$ cat config.mk
export PLATFORM = sky130hd
export DESIGN_NAME = cpu_serial_alu
export DESIGN_NICKNAME = d
export VERILOG_FILES = /design/src/rtl/cpu_serial_alu_pkg.sv /design/src/rtl/cpu_serial_alu_digit.sv /design/src/rtl/cpu_serial_alu.sv
export SDC_FILE = /design/constraint.sdc
export NUM_CORES = 1
export LEC_CHECK = 0
export CELL_PAD_IN_SITES_DETAIL_PLACEMENT = 1
export CELL_PAD_IN_SITES_GLOBAL_PLACEMENT = 2
export CORE_ASPECT_RATIO = 0.5
export CORE_MARGIN = 3
export CORE_UTILIZATION = 29
export DETAILED_ROUTE_END_ITERATION = 10
export PLACE_DENSITY_LB_ADDON = 0.1
export SLEW_MARGIN = 20
export SYNTH_ARGS = -nofsm -noshare
export SYNTH_HDL_FRONTEND = slang
export SYNTH_SLANG_ARGS = --single-unit
$ cat constraint.sdc
create_clock -name clock_i -period 5.1 [get_ports clock_i]
set_clock_uncertainty 0.2 [all_clocks]
set_input_delay 0.765 -clock clock_i [delete_from_list [all_inputs] [get_ports clock_i]]
set_output_delay 0.765 -clock clock_i [all_outputs]
set_load 0.1 [all_outputs]
$ cat src/rtl/cpu_serial_alu_pkg.sv
// Shared op codes, FSM states and small helpers for the digit-serial ALU.
package cpu_serial_alu_pkg;

  localparam int NIBBLE = 4;

  typedef enum logic [2:0] {
    ALU_COPY = 3'd0,
    ALU_AND  = 3'd1,
    ALU_OR   = 3'd2,
    ALU_EOR  = 3'd3,
    ALU_ADC  = 3'd4,
    ALU_SBC  = 3'd5,
    ALU_ROR  = 3'd6,
    ALU_ROL  = 3'd7
  } alu_op_e;

  typedef enum logic [1:0] {
    ST_IDLE = 2'd0,
    ST_RUN  = 2'd1,
    ST_DONE = 2'd2
  } alu_state_e;

  function automatic logic is_arith(input alu_op_e op);
    return (op == ALU_ADC) || (op == ALU_SBC);
  endfunction

endpackage

$ cat src/rtl/cpu_serial_alu_digit.sv
// One combinational 4-bit binary/BCD add/subtract slice; chained NPC times by the top.
module cpu_serial_alu_digit
  import cpu_serial_alu_pkg::*;
(
  input  logic [NIBBLE-1:0] a_i,
  input  logic [NIBBLE-1:0] b_i,
  input  logic              cin_i,
  input  logic              subtract_i,
  input  logic              decimal_i,
  output logic [NIBBLE-1:0] sum_o,
  output logic              cout_o,
  output logic              raw_top_o
);

  logic [NIBBLE-1:0] b_eff;
  logic [NIBBLE:0]   s_raw;

  always_comb begin
    b_eff     = subtract_i ? ~b_i : b_i;
    s_raw     = {1'b0, a_i} + {1'b0, b_eff} + {{NIBBLE{1'b0}}, cin_i};
    sum_o     = s_raw[NIBBLE-1:0];
    cout_o    = s_raw[NIBBLE];
    raw_top_o = s_raw[NIBBLE-1];
    // Out-of-range BCD nibbles still go through the same correction, no error flag
    if (decimal_i && !subtract_i) begin
      if (s_raw > 5'd9) begin
        sum_o  = s_raw[NIBBLE-1:0] + 4'd6;
        cout_o = 1'b1;
      end
    end else if (decimal_i && !s_raw[NIBBLE]) begin
      sum_o = s_raw[NIBBLE-1:0] + 4'd10;
    end
  end

endmodule

$ cat src/rtl/cpu_serial_alu.sv
// Digit-serial 6502-style ALU: logic/shift ops in one cycle, ADC/SBC over WIDTH/(4*NPC) cycles.
//  state   | meaning
//  IDLE    | in_ready high, waiting for a request
//  RUN     | ADC/SBC digit groups in progress, LSB group first
//  DONE    | result and flags valid, held until out_ready
module cpu_serial_alu
  import cpu_serial_alu_pkg::*;
#(
  parameter int WIDTH = 8,
  parameter int NPC   = 2
) (
  input  logic             clock_i,
  input  logic             reset_i,
  input  logic             in_valid_i,
  output logic             in_ready_o,
  input  logic [WIDTH-1:0] operand1_i,
  input  logic [WIDTH-1:0] operand2_i,
  input  logic             carry_in_i,
  input  logic [2:0]       operation_i,
  input  logic             decimal_mode_i,
  output logic             out_valid_o,
  input  logic             out_ready_i,
  output logic [WIDTH-1:0] result_o,
  output logic             carry_out_o,
  output logic             zero_o,
  output logic             negative_o,
  output logic             overflow_o
);

  localparam int GW = NIBBLE * NPC;
  localparam int G  = WIDTH / GW;
  localparam int CW = (G > 1) ? $clog2(G) : 1;

  alu_state_e       state_q;
  alu_op_e          op_q;
  logic [WIDTH-1:0] a_q, b_q, r_q, result_q;
  logic [CW-1:0]    cnt_q;
  logic             c_q, dec_q;
  logic             in_ready_q, out_valid_q, carry_q, zero_q, neg_q, ovf_q;

  logic [NPC:0]        c_chain;
  logic [GW-1:0]       grp_sum;
  logic [NPC-1:0]      raw_v;
  logic [WIDTH+GW-1:0] r_cat;
  logic [WIDTH-1:0]    r_next;
  logic                sub, a_top, b_top, ovf_grp;
  logic                lint_unused;

  assign sub        = (op_q == ALU_SBC);
  assign c_chain[0] = c_q;

  for (genvar i = 0; i < NPC; i++) begin : g_digit
    cpu_serial_alu_digit u_digit (
      .a_i        (a_q[NIBBLE*i +: NIBBLE]),
      .b_i        (b_q[NIBBLE*i +: NIBBLE]),
      .cin_i      (c_chain[i]),
      .subtract_i (sub),
      .decimal_i  (dec_q),
      .sum_o      (grp_sum[NIBBLE*i +: NIBBLE]),
      .cout_o     (c_chain[i+1]),
      .raw_top_o  (raw_v[i])
    );
  end

  // Result fills from the top so the final group lands in the MSB nibbles
  assign r_cat  = {grp_sum, r_q};
  assign r_next = r_cat[WIDTH+GW-1:GW];

  // V uses the top nibble's uncorrected sum, valid only on the last group
  assign a_top   = a_q[GW-1];
  assign b_top   = b_q[GW-1] ^ sub;
  assign ovf_grp = ~(a_top ^ b_top) & (a_top ^ raw_v[NPC-1]);

  assign lint_unused = ^{raw_v, r_cat[GW-1:0]};

  logic [WIDTH-1:0] l_res;
  logic             l_c;

  always_comb begin
    l_res = operand1_i;
    l_c   = 1'b0;
    case (alu_op_e'(operation_i))
      ALU_AND: l_res = operand1_i & operand2_i;
      ALU_OR:  l_res = operand1_i | operand2_i;
      ALU_EOR: l_res = operand1_i ^ operand2_i;
      ALU_ROR: begin
        l_res = {carry_in_i, operand1_i[WIDTH-1:1]};
        l_c   = operand1_i[0];
      end
      ALU_ROL: begin
        l_res = {operand1_i[WIDTH-2:0], carry_in_i};
        l_c   = operand1_i[WIDTH-1];
      end
      default: ;
    endcase
  end

  always_ff @(posedge clock_i) begin
    if (reset_i) begin
      state_q     <= ST_IDLE;
      op_q        <= ALU_COPY;
      a_q         <= '0;
      b_q         <= '0;
      r_q         <= '0;
      result_q    <= '0;
      cnt_q       <= '0;
      c_q         <= 1'b0;
      dec_q       <= 1'b0;
      in_ready_q  <= 1'b1;
      out_valid_q <= 1'b0;
      carry_q     <= 1'b0;
      zero_q      <= 1'b0;
      neg_q       <= 1'b0;
      ovf_q       <= 1'b0;
    end else begin
      case (state_q)
        ST_IDLE: begin
          if (in_valid_i) begin
            in_ready_q <= 1'b0;
            if (is_arith(alu_op_e'(operation_i))) begin
              op_q    <= alu_op_e'(operation_i);
              a_q     <= operand1_i;
              b_q     <= operand2_i;
              c_q     <= carry_in_i;
              dec_q   <= decimal_mode_i;
              r_q     <= '0;
              cnt_q   <= '0;
              state_q <= ST_RUN;
            end else begin
              result_q    <= l_res;
              carry_q     <= l_c;
              zero_q      <= ~|l_res;
              neg_q       <= l_res[WIDTH-1];
              ovf_q       <= 1'b0;
              out_valid_q <= 1'b1;
              state_q     <= ST_DONE;
            end
          end
        end
        ST_RUN: begin
          a_q <= a_q >> GW;
          b_q <= b_q >> GW;
          r_q <= r_next;
          c_q <= c_chain[NPC];
          if (cnt_q == CW'(G - 1)) begin
            result_q    <= r_next;
            carry_q     <= c_chain[NPC];
            zero_q      <= ~|r_next;
            neg_q       <= r_next[WIDTH-1];
            ovf_q       <= ovf_grp;
            out_valid_q <= 1'b1;
            state_q     <= ST_DONE;
          end else begin
            cnt_q <= cnt_q + CW'(1);
          end
        end
        ST_DONE: begin
          if (out_ready_i) begin
            out_valid_q <= 1'b0;
            in_ready_q  <= 1'b1;
            state_q     <= ST_IDLE;
          end
        end
        default: state_q <= ST_IDLE;
      endcase
    end
  end

  assign in_ready_o  = in_ready_q;
  assign out_valid_o = out_valid_q;
  assign result_o    = result_q;
  assign carry_out_o = carry_q;
  assign zero_o      = zero_q;
  assign negative_o  = neg_q;
  assign overflow_o  = ovf_q;

endmodule

# == Yosys cells after proc, flatten, opt, wreduce, memory -nomap -nowiden ==
# Index checks and enable logic that the tools add are counted.
# classes
n_reduce_logical,21
bitwise,10
n_lt_le_gt_ge,2
muxes,60
n_eq_ne,15
n_addsub,9
# op_table
operator,n
2-to-1 mux 8 bit,7
case mux 8 bit (2 select lines),3
case mux 8 bit (5 select lines),1
2-to-1 mux 4 bit,8
2-to-1 mux 1 bit,27
case mux 1 bit (2 select lines),8
OR reduction 8 bit,2
"== test 3 bit, second input constant",5
AND reduction 3 bit,4
adder 4 x 4 -> 5 bit,2
adder 5 x 1 -> 5 bit,2
"greater-than comparator 5 x 4 -> 1 bit, second input constant",2
"!= test 2 bit, second input constant",5
"adder 4 x 3 -> 4 bit, second input constant",2
"adder 4 bit, second input constant",2
AND 8 bit,1
2-to-1 mux 2 bit,4
inverter 4 bit,2
OR 8 bit,1
XOR 8 bit,1
"== test 3 x 2 -> 1 bit, second input constant",2
case mux 2 bit (3 select lines),1
zero test 1 bit,5
AND reduction 5 bit,1
14 further kinds,19
# totals
out_inout_bits,14
ff_bits,38
input_bits,25
elab_cells,131

# == Logic depth before layout (Yosys ltp) ==
# depth
depth_word,16
depth_mapped,24
ltp_nobuf,23

# == By module ==
# A second synthesis with hierarchy kept.
# unflattened
cells_unflattened,425
hier_area_um2,3296.9
# by_module_without_submodules
module,seq_area_each_um2,instances,cells_each,area_per_inst_um2
cpu_serial_alu,720.7,1,291,2323.5
cpu_serial_alu_digit,0.0,2,67,486.7

# == Least setup slack after synthesis ==
# No wires, ideal clock.
# synth_path
kind,register to register
startpoint,register op_q[1]
endpoint,register zero_q (netlist: zero_o)
path_slack_ns,-0.151
path_buffers,1
period_less_slack_ns,5.251
stages_incl_launch_ff,21
arrival_time_ns,4.971
path_cell_list,dfxtp_1 -> and3b_1 -> clkbuf_1 -> xnor2_1 -> fa_1 -> fa_1 -> xnor2_2 -> inv_2 -> ha_1 -> a32oi_1 -> a31o_2 -> fa_1 -> inv_1 -> fa_1 -> xnor2_1 -> ha_1 -> or4_1 -> o2111a_1 -> nor4_1 -> nand4_1 -> a211oi_2
# synth_between
elab_chain_cells,16
elab_cells_between_ends,31
classes_between,add/sub: 8; order compare: 2; eq/ne: 1; mux: 12; reduce/logical: 8
# synth_rtl
element,line,source
"start, declared",cpu_serial_alu.sv:35,alu_op_e op_q;
"start signal, assigned",cpu_serial_alu.sv:121,op_q <= alu_op_e'(operation_i);
== test 3 bit (*),cpu_serial_alu.sv:49,assign sub = (op_q == ALU_SBC);
"parallel branches: the longest is 11 deep, another holds adder 4 x 4 -> 5 bit",--,
OR reduction 8 bit (*),cpu_serial_alu.sv:148,zero_q <= ~|r_next;
zero test 1 bit (*),cpu_serial_alu.sv:148,
2-to-1 mux 1 bit (*),cpu_serial_alu.sv:145,if (cnt_q == CW'(G - 1)) begin
case mux 1 bit (2 select lines) (*),cpu_serial_alu.sv:116,case (state_q)
"end signal, assigned",cpu_serial_alu.sv:132,zero_q <= ~|l_res;
"end signal, assigned",cpu_serial_alu.sv:148,
"end, declared",cpu_serial_alu.sv:39,"logic in_ready_q, out_valid_q, carry_q, zero_q, neg_q, ovf_q;"
# Every way passes the cells marked *. The select of a mux whose other input is x is not followed.
# A chain may end at the register's enable or synchronous reset.

# == Final worst setup path ==
# layout_path
startpoint,register op_q[2]
endpoint,register zero_q (netlist: zero_o)
# Same word-level chain as after synthesis.

==> out/qor.txt <==
Status -> completed
# IOs -> 39
GRT busiest layer -> met1
Largest net degree at the start of global routing -> 22
DIE AREA -> 11800 um2
Crit-path cells -> and3b_2, xnor2_2, fa_2, fa_2, xnor2_2, inv_1, ha_2, nand2b_1, a32oi_2, a31o_2, fa_2, inv_2, fa_2, xnor2_4, inv_1, ha_1, inv_2, o22ai_4, o21a_1, o32ai_2, nand4_1, a211oi_2
Max Cap Viol -> 0
CP peak stage delay -> 410 ps
Clock sinks -> 36
Max Clock Freq -> 201 MHz
First-pass GRT wire length -> 16200 um
Placer Congestion -> 0.822
Vias in the first global route -> 3015
Pint -> 0.631 mW
Nets@finish -> 499
Synth Flop Type -> dfxtp_1
Slew Limit Fails -> 0
RSZ-0062 raised after global routing -> true
GRT Util Overall -> 0.175
Final Core Density -> 0.398
Sw Pwr -> 0.322 mW
Flop pwr share -> 0.323
Detailed-route via count -> 3024
Most frequent CP cell -> fa_2
Dpl ws -> -33.4 ps
Data arrival, critical path -> 4970 ps
Finished Cell Area -> 3900 um2
# hold bufs at CTS -> 0
Row cnt -> 25
Routed Antenna Nets -> 0
DRT iter0 DRCs -> 89
Area Overhead vs Synth -> 28.9%
Post-DP HPWL -> 8310 um
Startpoint types -> register
Hold Vio Cnt, Final -> 0
Number of synthesized flops with an enable pin -> 0
Setup-failing EPs final -> 0
CORE AREA -> 9790 um2
Global Route met3 Usage -> 0.0277
Final non-filler cell total -> 579
Seq/Total Area, Yosys -> 0.238
Max Root-Sink Buffers -> 2
Ys async rst share -> 0
Reg2Reg Setup Slack -> 120 ps
CTS tree -> yes
Critical path endpoint category -> register
Sw Ratio -> 0.338
Period minus WS final -> 4980 ps
Pre-Repair DR Iteration Count -> 4
Worst skew pair latency -> 280 ps
Synthesized area -> 3030 um2
Grt total ovfl -> 0
Leakage -> 1.49 nW
CP Max Fanout -> 6
Least-Margin Pin Slew -> 993 ps
I/O Buffers -> 38
Ant. Diodes -> 0
H-tree depth -> 2
Worst setup margin -> 118 ps
Initial antenna violation count -> 0
Max_slew headroom -> 0.336
Post-synthesis sequential element count -> 36
Synth Area per Inst -> 7.47 um2
Hold slack -> 282 ps
Power per cell area -> 244 nW/um2
Vias per inst -> 5.22
Vert. Die Dim -> 78.2 um
Total power -> 0.953 mW
CTS buffer count -> 5
Post-synth cell types -> 62
Cell Count Post-Placement -> 566
Clock share of power -> 0.363
Hold crit path type -> register to register
Mapped Nets -> 461
Critical path's slowest cell -> fa_2
Worst-path clk slew -> 50 ps
Grt met1 use -> 0.270
Placed Area -> 3570 um2
Combinational group share of total power -> 0.314
Synth warn -> 0
DRC Markers -> 0
Initial core utilization -> 0.309
Total Wirelength -> 10400 um
Wire per inst -> 18.0 um
Post-route clock period utilization -> 0.977
Peak VDD IR -> 0.129 mV
CTS root buf -> clkbuf_16
Total Neg Setup Slack -> 0 ps
Worst setup path class -> register to register
Layout cells sized above 1 -> 0.140
Worst Path Required -> 5090 ps
M2 GR Usage -> 0.258
Die Wd -> 150 um
Syn Inst Count -> 405
cell families (layout without fill, tap and decap cells):
group | Yosys count | after routing | synth area share
xor gates and xnor gates | 13 | 13 | 0.0401
adders and majority gates | 31 | 31 | 0.138
muxes | 6 | 6 | 0.0298
buffers and inverters | 62 | 101 | 0.0811
DFF | 36 | 36 | 0.238
and+or+nand+nor | 146 | 146 | 0.224
AOI/OAI and AO/OA | 111 | 111 | 0.249
repair_timing:
action                                  in CTS  in global routing
buffers inserted                             0                  5
pin swaps                                    0                 16
endpoints found under the setup margin       1                  6
gates resized for setup                      1                 27
placed cells by master, fill, tap and decap left out, types with 4 or more instances in the layout:
cell type | netlist | layout
xnor2_1 | 10 | 8
clkdlybuf4s50_1 | 0 | 38
inv_2 | 4 | 7
o21ai_0 | 14 | 14
ha_1 | 27 | 24
nand2b_1 | 12 | 11
dfxtp_1 | 36 | 33
buf_4 | 1 | 16
a21oi_1 | 37 | 36
nor3_1 | 14 | 13
a221oi_1 | 4 | 4
nand2_1 | 62 | 62
nor2_1 | 31 | 31
clkbuf_16 | 0 | 5
a211oi_1 | 7 | 7
nand3_1 | 5 | 5
fa_2 | 0 | 4
a311oi_1 | 5 | 5
a21o_1 | 5 | 5
a31oi_1 | 4 | 4
inv_1 | 35 | 32
nand4_1 | 4 | 4
cell usage after synthesis (all sizes together) (2+ instances only):
library cell / n / share of area
nand2: 62 / 0.077
inv: 39 / 0.048
a21oi: 37 / 0.061
dfxtp: 36 / 0.24
nor2: 31 / 0.038
ha: 27 / 0.11
nor3: 14 / 0.023
o21ai: 14 / 0.023
clkbuf: 12 / 0.015
nand2b: 12 / 0.025
buf: 11 / 0.018
xnor2: 11 / 0.034
a211oi: 8 / 0.022
a21o: 5 / 0.012
a311oi: 5 / 0.014
nand3: 5 / 0.0083
a221oi: 4 / 0.012
a22oi: 4 / 0.0099
a31oi: 4 / 0.0083
fa: 4 / 0.026
nand4: 4 / 0.0083
o221ai: 4 / 0.012
o22ai: 4 / 0.0083
a2111oi: 3 / 0.013
mux2i: 3 / 0.0099
nor2b: 3 / 0.0062
o21a: 3 / 0.0074
or3: 3 / 0.0062
and2: 2 / 0.0050
and3b: 2 / 0.0058
mux4: 2 / 0.016
nor4: 2 / 0.0041
o21bai: 2 / 0.0050
o311ai: 2 / 0.0058
o32a: 2 / 0.0066
xor2: 2 / 0.0058
registers in the layout (all words and copies together) (netlist names):
signal / flops
a_q: 8
b_q: 8
result_o: 8
op_q: 3
state_q: 2
c_q: 1
carry_out_o: 1
dec_q: 1
in_ready_o: 1
out_valid_o: 1
overflow_o: 1
zero_o: 1
layout make-up:
class                   instances  area (um2)
inverters                      39         146
well taps                     135         169
clock inverters                 3        42.5
flip-flops and latches         36         724
multi-input cells             307        2190
clock buffers                   5         125
repair buffers                 54         500
fillers                      1168        5890
power by group through the flow:
stage          combinational, mW  clock (mW)  sequential (mW)
2_1_floorplan              0.132           0            0.369
3_3_place_gp               0.278           0            0.313
3_5_place_dp               0.282           0            0.314
4_1_cts                    0.284       0.356            0.308
5_1_grt                    0.323       0.369            0.310
6_report                   0.299       0.346            0.308
routing by layer:
layer	routed length, um	vias to the layer above
li1	-	1496
met1	5640	1454
met2	4190	61
met3	474	13
met4	118	0
met5	0	-
final timing paths:
path                              start     end  cells past startpoint
worst max-delay path            op_q[2]  zero_o                     22
worst min-delay path             a_q[0]  a_q[0]                      2
worst max register to register  op_q[2]  zero_o                     22
worst min register to register   a_q[0]  a_q[0]                      2
worst max-delay path: cells and delay by family (launching register included):
family	cells	cell delay [ps]
adders and majority gates	6	1780
and+or+nand+nor	3	460
xor gates and xnor gates	3	550
buffers and inverters	4	280
AOI/OAI and AO/OA	6	1290
DFF	1	320
No activity file was read; power rests on OpenSTA's default activity.
